$ cat config.mk
export PLATFORM = sky130hd
export DESIGN_NAME = say_arbiter
export DESIGN_NICKNAME = d
export VERILOG_FILES = /design/src/rtl/say_arbiter.sv
export SDC_FILE = /design/constraint.sdc
export NUM_CORES = 1
export LEC_CHECK = 0
export ABC_AREA = 1
export BUFFER_PORTS_ARGS = -buffer_cell sky130_fd_sc_hd__buf_2
export CAP_MARGIN = 0
export CORE_ASPECT_RATIO = 2
export CORE_UTILIZATION = 35
export CTS_CLUSTER_SIZE = 24
export DETAILED_ROUTE_END_ITERATION = 16
export PLACE_DENSITY = 0.58
export SETUP_SLACK_MARGIN = 0.4
export SLEW_MARGIN = 30
export SYNTH_ARGS = -nofsm -noshare
export SYNTH_HDL_FRONTEND = slang
export SYNTH_SLANG_ARGS = --single-unit
$ cat constraint.sdc
create_clock -name CLK -period 1.7 [get_ports CLK]
set_input_delay 0.34 -clock CLK [delete_from_list [all_inputs] [get_ports CLK]]
set_output_delay 0.34 -clock CLK [all_outputs]
set_load 0.1 [all_outputs]
$ cat src/rtl/say_arbiter.sv
// Two-requester round-robin arbiter with a one-entry holding buffer per requester,
// delivering {v, meth} messages downstream and keeping grant/contention statistics.
module say_arbiter (
  input  logic       CLK,
  input  logic       nRST,
  input  logic       req0_say__ENA,
  input  logic [5:0] req0_say_meth,
  input  logic [3:0] req0_say_v,
  output logic       req0_say__RDY,
  input  logic       req1_say__ENA,
  input  logic [5:0] req1_say_meth,
  input  logic [3:0] req1_say_v,
  output logic       req1_say__RDY,
  output logic       ind_heard__ENA,
  output logic [5:0] ind_heard_meth,
  output logic [3:0] ind_heard_v,
  input  logic       ind_heard__RDY,
  output logic [8:0] stat_grants0,
  output logic [8:0] stat_grants1,
  output logic [8:0] stat_contend
);

  localparam logic [8:0] CONTEND_MAX = 9'h1FF;

  logic       r_valid0;
  logic       r_valid1;
  logic [9:0] r_pay0;
  logic [9:0] r_pay1;
  logic       r_ptr;
  logic [8:0] r_grants0;
  logic [8:0] r_grants1;
  logic [8:0] r_contend;

  logic       w_any;
  logic       w_both;
  logic       w_sel1;
  logic       w_fire;
  logic       w_grant0;
  logic       w_grant1;
  logic       w_rdy0;
  logic       w_rdy1;
  logic       w_cap0;
  logic       w_cap1;
  logic [9:0] w_pay_sel;

  assign w_any  = r_valid0 | r_valid1;
  assign w_both = r_valid0 & r_valid1;

  // Buffer 1 wins when it is the only one valid, or when both are valid and ptr points at it.
  assign w_sel1 = r_valid1 & (~r_valid0 | r_ptr);
  assign w_fire = w_any & ind_heard__RDY;

  assign w_grant0 = w_fire & ~w_sel1;
  assign w_grant1 = w_fire &  w_sel1;

  assign w_rdy0 = ~r_valid0 | w_grant0;
  assign w_rdy1 = ~r_valid1 | w_grant1;
  assign w_cap0 = req0_say__ENA & w_rdy0;
  assign w_cap1 = req1_say__ENA & w_rdy1;

  // NOTE: every output of a combinational block gets a default first, so no path can infer a latch.
  always_comb begin
    w_pay_sel = r_pay0;
    if (w_sel1) begin
      w_pay_sel = r_pay1;
    end
  end

  // NOTE: state registers use non-blocking assignments so all flops update together at the edge.
  always_ff @(posedge CLK) begin
    if (!nRST) begin
      r_valid0  <= 1'b0;
      r_valid1  <= 1'b0;
      r_ptr     <= 1'b0;
      r_grants0 <= 9'd0;
      r_grants1 <= 9'd0;
      r_contend <= 9'd0;
    end else begin
      if (w_cap0) begin
        r_valid0 <= 1'b1;
      end else if (w_grant0) begin
        r_valid0 <= 1'b0;
      end

      if (w_cap1) begin
        r_valid1 <= 1'b1;
      end else if (w_grant1) begin
        r_valid1 <= 1'b0;
      end

      if (w_grant0) begin
        r_ptr <= 1'b1;
      end else if (w_grant1) begin
        r_ptr <= 1'b0;
      end

      if (w_grant0) begin
        r_grants0 <= r_grants0 + 9'd1;
      end
      if (w_grant1) begin
        r_grants1 <= r_grants1 + 9'd1;
      end

      // Contention is counted on stalled cycles too; the counter sticks at its maximum.
      if (w_both && (r_contend != CONTEND_MAX)) begin
        r_contend <= r_contend + 9'd1;
      end
    end
  end

  // NOTE: payload storage is deliberately not reset; it is qualified by the valid bits.
  always_ff @(posedge CLK) begin
    if (w_cap0) begin
      r_pay0 <= {req0_say_v, req0_say_meth};
    end
    if (w_cap1) begin
      r_pay1 <= {req1_say_v, req1_say_meth};
    end
  end

  assign req0_say__RDY  = w_rdy0;
  assign req1_say__RDY  = w_rdy1;
  assign ind_heard__ENA = w_fire;
  assign ind_heard_meth = w_pay_sel[5:0];
  assign ind_heard_v    = w_pay_sel[9:6];
  assign stat_grants0   = r_grants0;
  assign stat_grants1   = r_grants1;
  assign stat_contend   = r_contend;

endmodule

# --- After elaboration in Yosys (flattened, before gate mapping) ---
# Index checks and enable logic that the tools add are counted.
totals:
  output_inout_bits: 40
  latchBits: 0
  romBits: 0
  reg_bits: 50
  wordCells: 36
  mem_count: 0
  mem_bits_rw: 0
  inputBits: 25
op_classes:
  n_div: 0
  shifts: 0
  add_sub_neg: 3
  n_reduce_logical: 4
  n_lt_le_gt_ge: 0
  n_mux: 6
  mul: 0
  n_eq_ne: 1
  bitwise: 14
ops:
  columns: ["operator", "count"]
  rows:
  - ["$add 9x1->9 const B", 3]
  - ["$mux 10", 1]
  - ["$ne 9x9->1 const B", 1]
  - ["$and 1x1->1", 7]
  - ["$reduce_bool 2->1", 3]
  - ["$mux 1", 5]
  - ["$or 1x1->1", 4]
  - ["$not 1->1", 3]
  - ["$logic_and 1x1->1", 1]

# --- Logic depth before layout (Yosys ltp) ---
logic_depth:
  ltp_word: 8
  depth_mapped: 11
  mapped_depth_nobuf: 11

# --- Worst setup path after synthesis ---
# Ideal clock, no wire load.
synth_path:
  kind: "reg2out"
  from: "register r_valid1"
  to: "output req0_say__RDY"
  setup_slack_ps: -616
  arrival_ps: 1976
  t_required_ps: 1360
  n_path_buf: 0
  path_stages_with_launch: 5
  path_cell_list: "dfxtp_1 > nor2_1 > nor2_4 > nand2_4 > nand2_1"
synth_between:
  elab_chain_len: 4
  elab_cells_between_ends: 6
  classes_between: "bitwise: 6"
synth_rtl:
  columns: ["element", "line", "text"]
  rows:
  - ["start, declared", "26", "logic r_valid1;"]
  - ["start signal, assigned", "73", "r_valid1 <= 1'b0;"]
  - ["start signal, assigned", "86", "r_valid1 <= 1'b1;"]
  - ["start signal, assigned", "88", "r_valid1 <= 1'b0;"]
  - ["$or 1x1->1", "46", "assign w_any = r_valid0 | r_valid1;"]
  - ["$and 1x1->1", "51", "assign w_fire = w_any & ind_heard__RDY;"]
  - ["named net ind_heard__ENA", "14", "output logic ind_heard__ENA,"]
  - ["$and 1x1->1", "53", "assign w_grant0 = w_fire & ~w_sel1;"]
  - ["$or 1x1->1", "56", "assign w_rdy0 = ~r_valid0 | w_grant0;"]
  - ["end, declared", "9", "output logic req0_say__RDY,"]
# The timed path passes the listed nets, and every way through them passes these cells.

# --- Final worst setup path ---
layout_path:
  from: "register r_valid0"
  to: "output ind_heard_v[1]"
layout_between:
  elab_chain_len: 4
layout_rtl:
  columns: ["element", "line", "text"]
  rows:
  - ["start, declared", "25", "logic r_valid0;"]
  - ["start signal, assigned", "72", "r_valid0 <= 1'b0;"]
  - ["start signal, assigned", "80", "r_valid0 <= 1'b1;"]
  - ["start signal, assigned", "82", "r_valid0 <= 1'b0;"]
  - ["$not 1->1", "50", "assign w_sel1 = r_valid1 & (~r_valid0 | r_ptr);"]
  - ["$or 1x1->1", "50", null]
  - ["$and 1x1->1", "50", null]
  - ["$mux 10", "64", "if (w_sel1) begin"]
  - ["end, declared", "16", "output logic [3:0] ind_heard_v,"]
# Every way passes these cells.

==> metrics.txt <==
core area=6060 um^2; design area=3970 um^2; pre-CTS setup slack=0.0927 ns; TritonCTS clock tree=done; Mapped Avg Cell Area=8.18 um^2; crit path kind=reg -> out; Buffers on Ports=64; Layout fillers=492; TritonCTS Sinks=50; RSZ-0062 raised after global routing=true; clock buffer depth=2; die height=115 um; global route total overflow=0; HPWL after DPL=3880 um; failing checks=negative setup slack; Fin. Hold Viols=0; # IOs=65; type of origin of the critical path=flop; Clock transition at path regs=0.06 ns; R2R depth=10; synthesis-to-finish area growth=79.2%; CP arrival=1.45 ns; Fmax=559 MHz; DIE WIDTH=58.3 um; via-per-instance ratio=4.60; Synthesized Nets=300; CP Data Required Time=1.36 ns; CTS Buf Count=5; routing usage on met2=0.350; met3 usage=0.0497; Clock Skew=0.00287 ns; DR vias=2,068; Tot GR Track Use=0.183; Initial Utilization=0.366; Max VDD drop=0.000703 V; final setup violation count=11; layout cell share with drive strength beyond 1=0.519; diode count=0; initial antenna violation count=0; largest net degree at the start of global routing=22; # nets final=394; status=finished with violations; worst setup path endpoint=ind_heard_v[1]; GPL Wtd Cong=0.763; Placed Cells incl. Taps=422; synth unique cells=26; First-pass DRT Iterations=4; dominant cell type by area after synthesis=dfxtp_1; CP Launch Point=r_valid0; Rel. slew slack=0.712; power per cell area=843 nW/um^2; CP max FO=6; Die ar.=6670 um^2; worst slew pin tran=0.432 ns; Critical R2R Launch=r_valid0; Mapped Cells=271; CP endpoint kind=output pin; final period utilization=1.05; Critical R2R Capture=stat_grants1[6]; Total Wirelength=5880 um; drt wl/cell=13.1 um; # rows=40; final period demand of the worst path=1.79 ns; Leak Pwr=1.64 nW; most used routing layer=met2; top cell type's share of synthesized area=0.271; R2R Setup Slk=0.09 ns; met1 Resource Use GR=0.176; hold crit path type=in -> reg; Final Max Tran Viols=0; Starting DRT DRC Count=47; vias in the first global route=2,069; placed instance area=3220 um^2; Finished Layout Cells=450; Max Cap Viol=0; setup ws final=-0.0897 ns; Synth Register Bits=50; main area contributors after synthesis=dfxtp_1, edfxtp_1, nand2_1; worst skew pair latency=0.29 ns; CTS H-tree lvls=2; register area share after synthesis=0.542; number of warning messages in the yosys log=0; ANT nets after route=0; Clock Tree Root=clkbuf_16; synthesized area=2220 um^2; first-pass GRT wire length=9210 um; Post-CTS Hold Fix Bufs=0; DRC violations left=0
==> final cells by class <==
cell class	count	area, um^2	area share
flip-flops and latches	50	1270	0.320
well taps	84	105	0.0265
multi-input cells	185	1340	0.336
repair buffers	91	967	0.244
clock buffers	6	129	0.0325
clock inverters	2	33.8	0.00851
inverters	32	130	0.0328
==> where the power goes <==
group / switching [mW] / internal (mW) / total [mW] / leakage, nW
Sequential: 0.0399 / 1.29 / 1.33 / 0.452
Combinational: 0.575 / 0.335 / 0.910 / 1.11
Clock: 0.422 / 0.690 / 1.11 / 0.0785
Total: 1.04 / 2.31 / 3.35 / 1.64
==> cell usage in the layout, fill, tap and decap left out, drive strengths merged <==
master / Yosys / final
edfxtp: 20 / 20
clkbuf: 2 / 6
inv: 31 / 31
a21oi: 17 / 17
ha: 4 / 4
nand3: 14 / 14
bufinv: 0 / 1
dfxtp: 30 / 30
nor3: 1 / 1
o21bai: 1 / 1
clkinv: 1 / 2
o21ai: 12 / 12
xor2: 3 / 3
and2: 1 / 1
buf: 3 / 91
nand2: 83 / 84
a21boi: 1 / 1
nand4: 3 / 3
nand3b: 1 / 1
nor2: 43 / 43
==> metal layers <==
layer,vias to the layer above,part of all wire
met3,7,0.044
li1,1047,-
met1,966,0.36
met5,-,0
met2,48,0.58
met4,0,0.017
==> timing repair <==
action | CTS | global route
pin swaps | 17 | 9
buffers inserted | 14 | 3
gates resized for setup | 103 | 24
setup endpoints to repair | 85 | 70
cloned | 3 | 0
==> critical path, cell delays in order (launching register included) <==
cell	delay [ns]
dfxtp_4	0.41
nand2_2	0.15
nand2_4	0.15
nand2_1	0.17
nand2_8	0.11
buf_12	0.17
==> state kept, by name (all words and copies together) (netlist names) <==
| name | count |
|---|---|
| r_pay0 | 10 |
| r_pay1 | 10 |
| r_ptr | 1 |
| r_valid0 | 1 |
| r_valid1 | 1 |
| stat_contend | 9 |
| stat_grants0 | 9 |
| stat_grants1 | 9 |
==> cells by family (layout without fill, tap and decap cells) <==
kind of cell,Yosys count,after routing,share of synthesized area
flip-flops,50,50,0.542
AO/OA/AOI/OAI,31,31,0.0723
AND/OR/NAND/NOR,146,147,0.283
XOR/XNOR,3,3,0.0119
adder cells (fa/ha/maj),4,4,0.0226
buffers and inverters,37,131,0.0678
==> synth_stat cells <==
cell type / n
xor2_1: 3
and2_1: 1
nor2_2: 2
o21ai_1: 1
nand3b_1: 1
nand2_1: 81
nand3_2: 2
nand2_2: 1
nand2_4: 1
nor3_1: 1
a21oi_1: 17
ha_1: 4
clkbuf_1: 2
nand3_1: 12
o21bai_1: 1
nor2_4: 3
nor2_1: 38
inv_1: 31
a21boi_1: 1
clkinv_4: 1
dfxtp_1: 30
edfxtp_1: 20
o21ai_0: 11
buf_4: 1
nand4_1: 3
buf_2: 2
==> stage by stage <==
| step | setup TNS, ns | hold slack [ns] | util | total power, mW |
|---|---|---|---|---|
| floorplan | -2.02 | 0.439 | - | 1.87 |
| global placement | 0 | 0.452 | 0.531 | 2.10 |
| detailed placement | 0 | 0.459 | 0.531 | 2.11 |
| CTS | -0.176 | 0.212 | 0.636 | 3.36 |
| global route | -1.01 | 0.210 | 0.656 | 3.47 |
| finish | -0.337 | 0.220 | 0.656 | 3.35 |
==> worst min path at each step <==
stage / end / slack (ns) / from / depth (start not counted)
detailed placement: stat_contend[3] / 0.46 / stat_contend[3] / 1
floorplan: r_pay0[0] / 0.44 / req0_say_meth[0] / 0
global route: r_pay0[6] / 0.21 / req0_say_v[0] / 1
CTS: r_pay0[8] / 0.21 / req0_say_v[2] / 1
global placement: stat_contend[3] / 0.45 / stat_contend[3] / 1
finish: r_pay0[8] / 0.22 / req0_say_v[2] / 1
Note: power is estimated with default switching activity, not from simulation.
